==> config.mk <==
export PLATFORM = sky130hd
export DESIGN_NAME = stopwatch_ctrl
export DESIGN_NICKNAME = d
export VERILOG_FILES = /design/src/rtl/stopwatch_ctrl.sv
export SDC_FILE = /design/constraint.sdc
export NUM_CORES = 1
export LEC_CHECK = 0
export BUFFER_PORTS_ARGS = -buffer_cell sky130_fd_sc_hd__buf_2
export CAP_MARGIN = 20
export CORE_UTILIZATION = 47
export DETAILED_ROUTE_END_ITERATION = 10
export PLACE_DENSITY = 0.62
export SLEW_MARGIN = 20
export SYNTH_ARGS = -nofsm -noshare
export SYNTH_HDL_FRONTEND = slang
export SYNTH_HIERARCHICAL = 1
export SYNTH_SLANG_ARGS = --single-unit
==> constraint.sdc <==
create_clock -name clk -period 4.35 [get_ports clk]
set_clock_uncertainty 0.1 [all_clocks]
set_input_delay 0.435 -clock clk [delete_from_list [all_inputs] [get_ports clk]]
set_output_delay 0.435 -clock clk [all_outputs]
set_load 0.02 [all_outputs]
==> src/rtl/stopwatch_ctrl.sv <==
// rtl/stopwatch_ctrl.sv - stopwatch button front-end: sync, debounce, press detect, mode FSM

// One button path: 2-flop synchroniser, debounce counter, registered rising-edge press pulse.
module stopwatch_btn #(
  parameter int DEBOUNCE_CYCLES = 1000
) (
  input  logic clk,
  input  logic reset,
  input  logic btn,
  output logic press
);

  localparam int CW = $clog2(DEBOUNCE_CYCLES + 1);
  localparam logic [CW-1:0] CNT_LAST = CW'(DEBOUNCE_CYCLES - 1);

  logic [1:0]    sync_q;
  logic          level;
  logic          level_d;
  logic [CW-1:0] cnt;

  // Bring the asynchronous button into the clock domain.
  always_ff @(posedge clk or posedge reset) begin
    if (reset) begin
      sync_q <= 2'b00;
    end else begin
      sync_q <= {sync_q[0], btn};
    end
  end

  // Accept a new level only after DEBOUNCE_CYCLES consecutive disagreeing samples.
  always_ff @(posedge clk or posedge reset) begin
    if (reset) begin
      level <= 1'b0;
      cnt   <= '0;
    end else if (sync_q[1] == level) begin
      cnt <= '0;
    end else if (cnt == CNT_LAST) begin
      level <= ~level;
      cnt   <= '0;
    end else begin
      cnt <= cnt + CW'(1);
    end
  end

  // One-cycle pulse on the 0->1 transition of the debounced level; release is ignored.
  always_ff @(posedge clk or posedge reset) begin
    if (reset) begin
      level_d <= 1'b0;
      press   <= 1'b0;
    end else begin
      level_d <= level;
      press   <= level & ~level_d;
    end
  end

endmodule

// Two button paths feeding a Moore FSM that selects the counter mode and display freeze.
module stopwatch_ctrl #(
  parameter int DEBOUNCE_CYCLES = 1000
) (
  input  logic       clk,
  input  logic       reset,
  input  logic       btn_start,
  input  logic       btn_lap,
  output logic [1:0] en,
  output logic       lap_freeze,
  output logic [1:0] state_o
);

  typedef enum logic [1:0] {
    IDLE  = 2'd0,
    RUN   = 2'd1,
    LAP   = 2'd2,
    PAUSE = 2'd3
  } state_t;

  state_t state;
  state_t state_next;
  logic   start_press;
  logic   lap_press;

  stopwatch_btn #(.DEBOUNCE_CYCLES(DEBOUNCE_CYCLES)) u_btn_start (
    .clk   (clk),
    .reset (reset),
    .btn   (btn_start),
    .press (start_press)
  );

  stopwatch_btn #(.DEBOUNCE_CYCLES(DEBOUNCE_CYCLES)) u_btn_lap (
    .clk   (clk),
    .reset (reset),
    .btn   (btn_lap),
    .press (lap_press)
  );

  // State register.
  always_ff @(posedge clk or posedge reset) begin
    if (reset) begin
      state <= IDLE;
    end else begin
      state <= state_next;
    end
  end

  // Next state; start takes priority when both presses land in the same cycle.
  always_comb begin
    state_next = state;
    case (state)
      IDLE: begin
        if (start_press) state_next = RUN;
      end
      RUN: begin
        if (start_press)    state_next = PAUSE;
        else if (lap_press) state_next = LAP;
      end
      LAP: begin
        if (start_press)    state_next = PAUSE;
        else if (lap_press) state_next = RUN;
      end
      PAUSE: begin
        if (start_press)    state_next = RUN;
        else if (lap_press) state_next = IDLE;
      end
      default: state_next = IDLE;
    endcase
  end

  // Outputs decoded purely from the registered state.
  always_comb begin
    en         = 2'b00;
    lap_freeze = 1'b0;
    case (state)
      IDLE:    en = 2'b00;
      RUN:     en = 2'b01;
      LAP: begin
        en         = 2'b10;
        lap_freeze = 1'b1;
      end
      PAUSE:   en = 2'b11;
      default: en = 2'b00;
    endcase
  end

  assign state_o = state;

endmodule

# After elaboration in Yosys (flattened, before gate mapping)
# Cells that the tools add are included.
# classes
n_addsub	2
bitwise_logic	8
n_reduce_logical	4
mux	14
eq_ne	11
# ops
operator	count
10-bit 2-to-1 mux	4
10-bit by 1-bit adder with 10-bit output, second input constant	2
10-bit equality test, second input constant	2
2-bit case mux with 4 select lines	2
2-bit 2-to-1 mux	7
3-bit by 1-bit inequality test with 1-bit output, second input constant	3
1-bit inverter	6
2-bit equality test, second input constant	2
2-bit AND reduction	2
4-bit AND reduction	1
1-bit AND	2
1-bit equality test	2
2-bit by 1-bit equality test with 1-bit output, second input constant	1
2-bit zero test	1
2-bit by 1-bit inequality test with 1-bit output, second input constant	1
1-bit 2-to-1 mux	1
# word_totals
out_inout_bits	5
input_bits	4
elab_cells	50
register_bits	32

# Logic depth before layout (Yosys ltp)
# depth
depth_word	3
ltp_mapped	5
mapped_depth_nobuf	5

# Modules after synthesis
# Netlist, hierarchy kept.
# modules_own_cells
mod	seq_area_each_um2	instances	cells_per_inst	area_each_um2
stopwatch_btn	375.4	2	62	681.9
stopwatch_ctrl	50.0	1	11	112.6

# Worst setup path before layout
# OpenSTA, ideal clock, no wires.
# synth_timing
path_kind	reg-to-reg
startpoint	register u_btn_lap.cnt[0]
endpoint	register u_btn_lap.cnt[7]
t_required_ns	4.168
stages_incl_launch_ff	6
period_less_slack_ns	1.445
setup_ns	0.082
arrival_time_ns	1.263
slack_ns	2.905
path_buffers	0
cell_sequence	dfrtp_1 -> ha_1 -> nand2_1 -> nor4b_2 -> a311o_1 -> a31oi_1
# synth_between
elab_chain_cells	3
# synth_rtl
item	line_no	source
start: declaration	19	logic [CW-1:0] cnt;
start signal: assignment	41	cnt <= cnt + CW'(1);
10-bit by 1-bit adder with 10-bit output or 10-bit equality test (tied branches)	41, 37	
10-bit 2-to-1 mux *	37	end else if (cnt == CNT_LAST) begin
10-bit 2-to-1 mux *	35	end else if (sync_q[1] == level) begin
# Every way passes the cells marked *; elsewhere a longest branch is shown, timed or not.
# A chain may end at the register's enable or synchronous reset.

# Final worst setup path
# layout_timing
startpoint	register state[0], in the netlist state_o[0]
endpoint	output lap_freeze
# layout_between
elab_chain_cells	2
# layout_rtl
item	line_no	source
start: declaration	78	state_t state;
start signal: assignment	102	state <= state_next;
2-bit equality test	133	case (state)
1-bit 2-to-1 mux	133	
end: declaration	67	output logic lap_freeze,
# No other way between the ends.

==> impl_metrics.env <==
export IMPL_die_area_um2=3370
export IMPL_drc=1
export IMPL_antenna_found_initial=0
export IMPL_hp_class="in -> reg"
export IMPL_finalNetCount=155
export IMPL_synth_top_family_by_area="simple AND/OR/NAND/NOR gates"
export IMPL_yosysSeqAreaShare_pct=54.2
export IMPL_max_cap_viol_count=0
export IMPL_io_pins=9
export IMPL_stdcell_area_um2=1650
export IMPL_slowest_delay_ps=430
export IMPL_chipHeight_um=58.0
export IMPL_numPortBuffers=8
export IMPL_ys_warn_count=6
export IMPL_cts_root_buf="clkbuf_4"
export IMPL_place_area_um2=1560
export IMPL_grt_max_degree=16
export IMPL_numCtsBuffers=5
export IMPL_syn2layout_area_growth_pct=11.6
export IMPL_dp_cells=183
export IMPL_gr_usage_all_layers_pct=16.8
export IMPL_grt_use_met3_pct=4.69
export IMPL_rsz0062_at_grt="no"
export IMPL_relSlewSlack_pct=62.0
export IMPL_totalPowerFinal_uw=547
export IMPL_slew_violations=0
export IMPL_violations="DRC"
export IMPL_antenna_cells=0
export IMPL_drt_iter0_drc=72
export IMPL_core_area_um2=2880
export IMPL_drtAntennaViolNets=0
export IMPL_ctsHtreeMaxLevel=2
export IMPL_grt_pass1_vias=891
export IMPL_via_per_inst=5.14
export IMPL_cts_resized=0
export IMPL_cp_required_ps=3820
export IMPL_final_util_pct=57.3
export IMPL_overflow=0
export IMPL_critPathSlowestCell="dfrtp_1"
export IMPL_crit_chain="nor2b_1 -> buf_2"
export IMPL_syn_area_per_cell_um2=10.9
export IMPL_setup_viol=0
export IMPL_cp_arrival_ps=1120
export IMPL_period_minus_slack_ps=1650
export IMPL_start_util_pct=51.3
export IMPL_gp_congestion=0.885
export IMPL_die_width_um=58.0
export IMPL_grtUsageMet2_pct=20.4
export IMPL_synth_area_leaders="dfrtp_1 (54%), nor2_1 (5.1%), xor2_1 (4.7%)"
export IMPL_drt_first_pass_iters=7
export IMPL_fin_setup_tns_ps=0
export IMPL_status="finished with violations"
export IMPL_ir_drop_uv=195
export IMPL_cp_end_kind="output port"
export IMPL_ys_ff_latch=32
export IMPL_hold_violations=0
export IMPL_final_common_cell="dfrtp_1"
export IMPL_grt_pass1_wl_um=4040
export IMPL_wire_per_inst_um=12.1
export IMPL_drt_wl_total_um=2320
export IMPL_cts_tree="done"
export IMPL_power_density_nw_per_um2=332
export IMPL_synthAdderAreaFrac_pct=1.69
export IMPL_top_usage_layer="met1"
export IMPL_final_cells=192
export IMPL_max_freq_mhz=606
export IMPL_num_vias=986
export IMPL_drive_above_1_share_pct=17.3
export IMPL_synth_area_leader_cell="dfrtp_1"
export IMPL_cts_buffer_depth=2
export IMPL_tightest_slew_ps=570
export IMPL_fp_row_count=19
export IMPL_insertion_delay_ps=320
export IMPL_synthMuxAreaShare_pct=3.73
export IMPL_cts_sinks=32
export IMPL_post_synth_instance_area_um2=1480
export IMPL_critical_path_class="reg -> out"
export IMPL_rrSetupSlack_ps=2770
export IMPL_worstPathMaxFanout=6
export IMPL_place_hpwl_um=1750
export IMPL_cp_start_kind="flip-flop"
export IMPL_synth_top_area_share_pct=54.2
export IMPL_p_leak_uw=0.000839
export IMPL_syn_nets=141
export IMPL_clkSlewWorstSetupHoldPaths_ps=90
export IMPL_fin_crit_sh_pct=38.0
export IMPL_synth_simple_area_share_pct=22.7
export IMPL_grtUsageMet1_pct=25.8
export IMPL_synth_xor_area_share_pct=8.31
export IMPL_final_cell_mix="dfrtp_1 (32), nor2_1 (20), nand3_1 (12)"
export IMPL_synth_compound_area_share_pct=7.54
export IMPL_yosysUniqueCellTypes=26
export IMPL_synth_cells=135
## critical path, delay by kind of cell, from the launching register on
family / cells / cell delay [ps]
flops: 1 / 430
buf+inv: 1 / 190
simple gates: 1 / 180
## synth_stat cells
cell type / n
dfrtp_1: 32
nor2_1: 20
nand3_1: 12
nand2_1: 8
xor2_1: 8
xnor2_1: 6
inv_1: 5
o21ai_0: 5
and3_2: 4
nor2b_1: 4
mux2_4: 3
a21oi_1: 2
a311o_1: 2
a31oi_1: 2
and3_1: 2
and4bb_1: 2
clkbuf_1: 2
ha_1: 2
nand2b_1: 2
nand4_2: 2
nor3_1: 2
nor4b_2: 2
o211a_1: 2
o21bai_1: 2
a211o_1: 1
mux2i_1: 1
## metrics by stage
step	worst slack (ps)	hold WS, ps
floorplan	2910	76.2
global route	2620	76.6
CTS	2690	95.4
global placement	2850	203
finish	2700	111
detailed placement	2790	210
## repair_timing
item / in CTS / in global routing
buffers inserted: 0 / 0
setup endpoints to repair: 0 / 0
endpoints found under the hold margin: 2 / 0
hold buffers: 1 / 0
## logic make-up (layout without fill, tap and decap cells)
group           after synthesis  in the layout
flops                        32             32
simple gates                 60             60
fa+ha+maj                     2              2
compound gates               16             16
mux                           4              4
xor+xnor                     14             14
buf+inv                       7             22
## power by group
part	leakage (µW)	total, µW	internal, µW	switching [µW]
clock	0.0000422	215	120	94.7
sequential	0.000433	311	304	7.10
combinational	0.000364	21.0	7.99	13.0
## layer usage
metal  vias up  part of all wire, %
li1        495                    -
met1       460                   54
met2        23                   39
met3         8                  4.4
met4         0                  2.3
met5         -                    0
## final timing paths
check / start / to / depth (start not counted)
max: state_o[0] / lap_freeze / 2
min: btn_lap / u_btn_lap/sync_q[0] / 1
max reg2reg: u_btn_lap/cnt[0] / u_btn_lap/cnt[7] / 5
min reg2reg: u_btn_lap/sync_q[0] / u_btn_lap/sync_q[1] / 0
max in group asynchronous: reset / u_btn_lap/press / 3
min in group asynchronous: reset / state_o[0] / 3
## layout make-up
class,instances,area [µm²]
Sequential cell,32,801
Fill cell,243,1230
Timing Repair Buffer,9,50.0
Tap cell,42,52.6
Multi-Input combinational cell,96,649
Clock inverter,2,35.0
Clock buffer,6,41.3
Inverter,5,18.8
## flip-flops by register name, indices dropped and copies added (netlist names)
signal / cells
state_o: 2
u_btn_lap/level_d: 1
u_btn_start/level_d: 1
u_btn_lap/cnt: 10
u_btn_start/sync_q: 2
u_btn_lap/level: 1
u_btn_lap/press: 1
u_btn_lap/sync_q: 2
u_btn_start/level: 1
u_btn_start/cnt: 10
u_btn_start/press: 1
(Power assumes the default switching activity.)
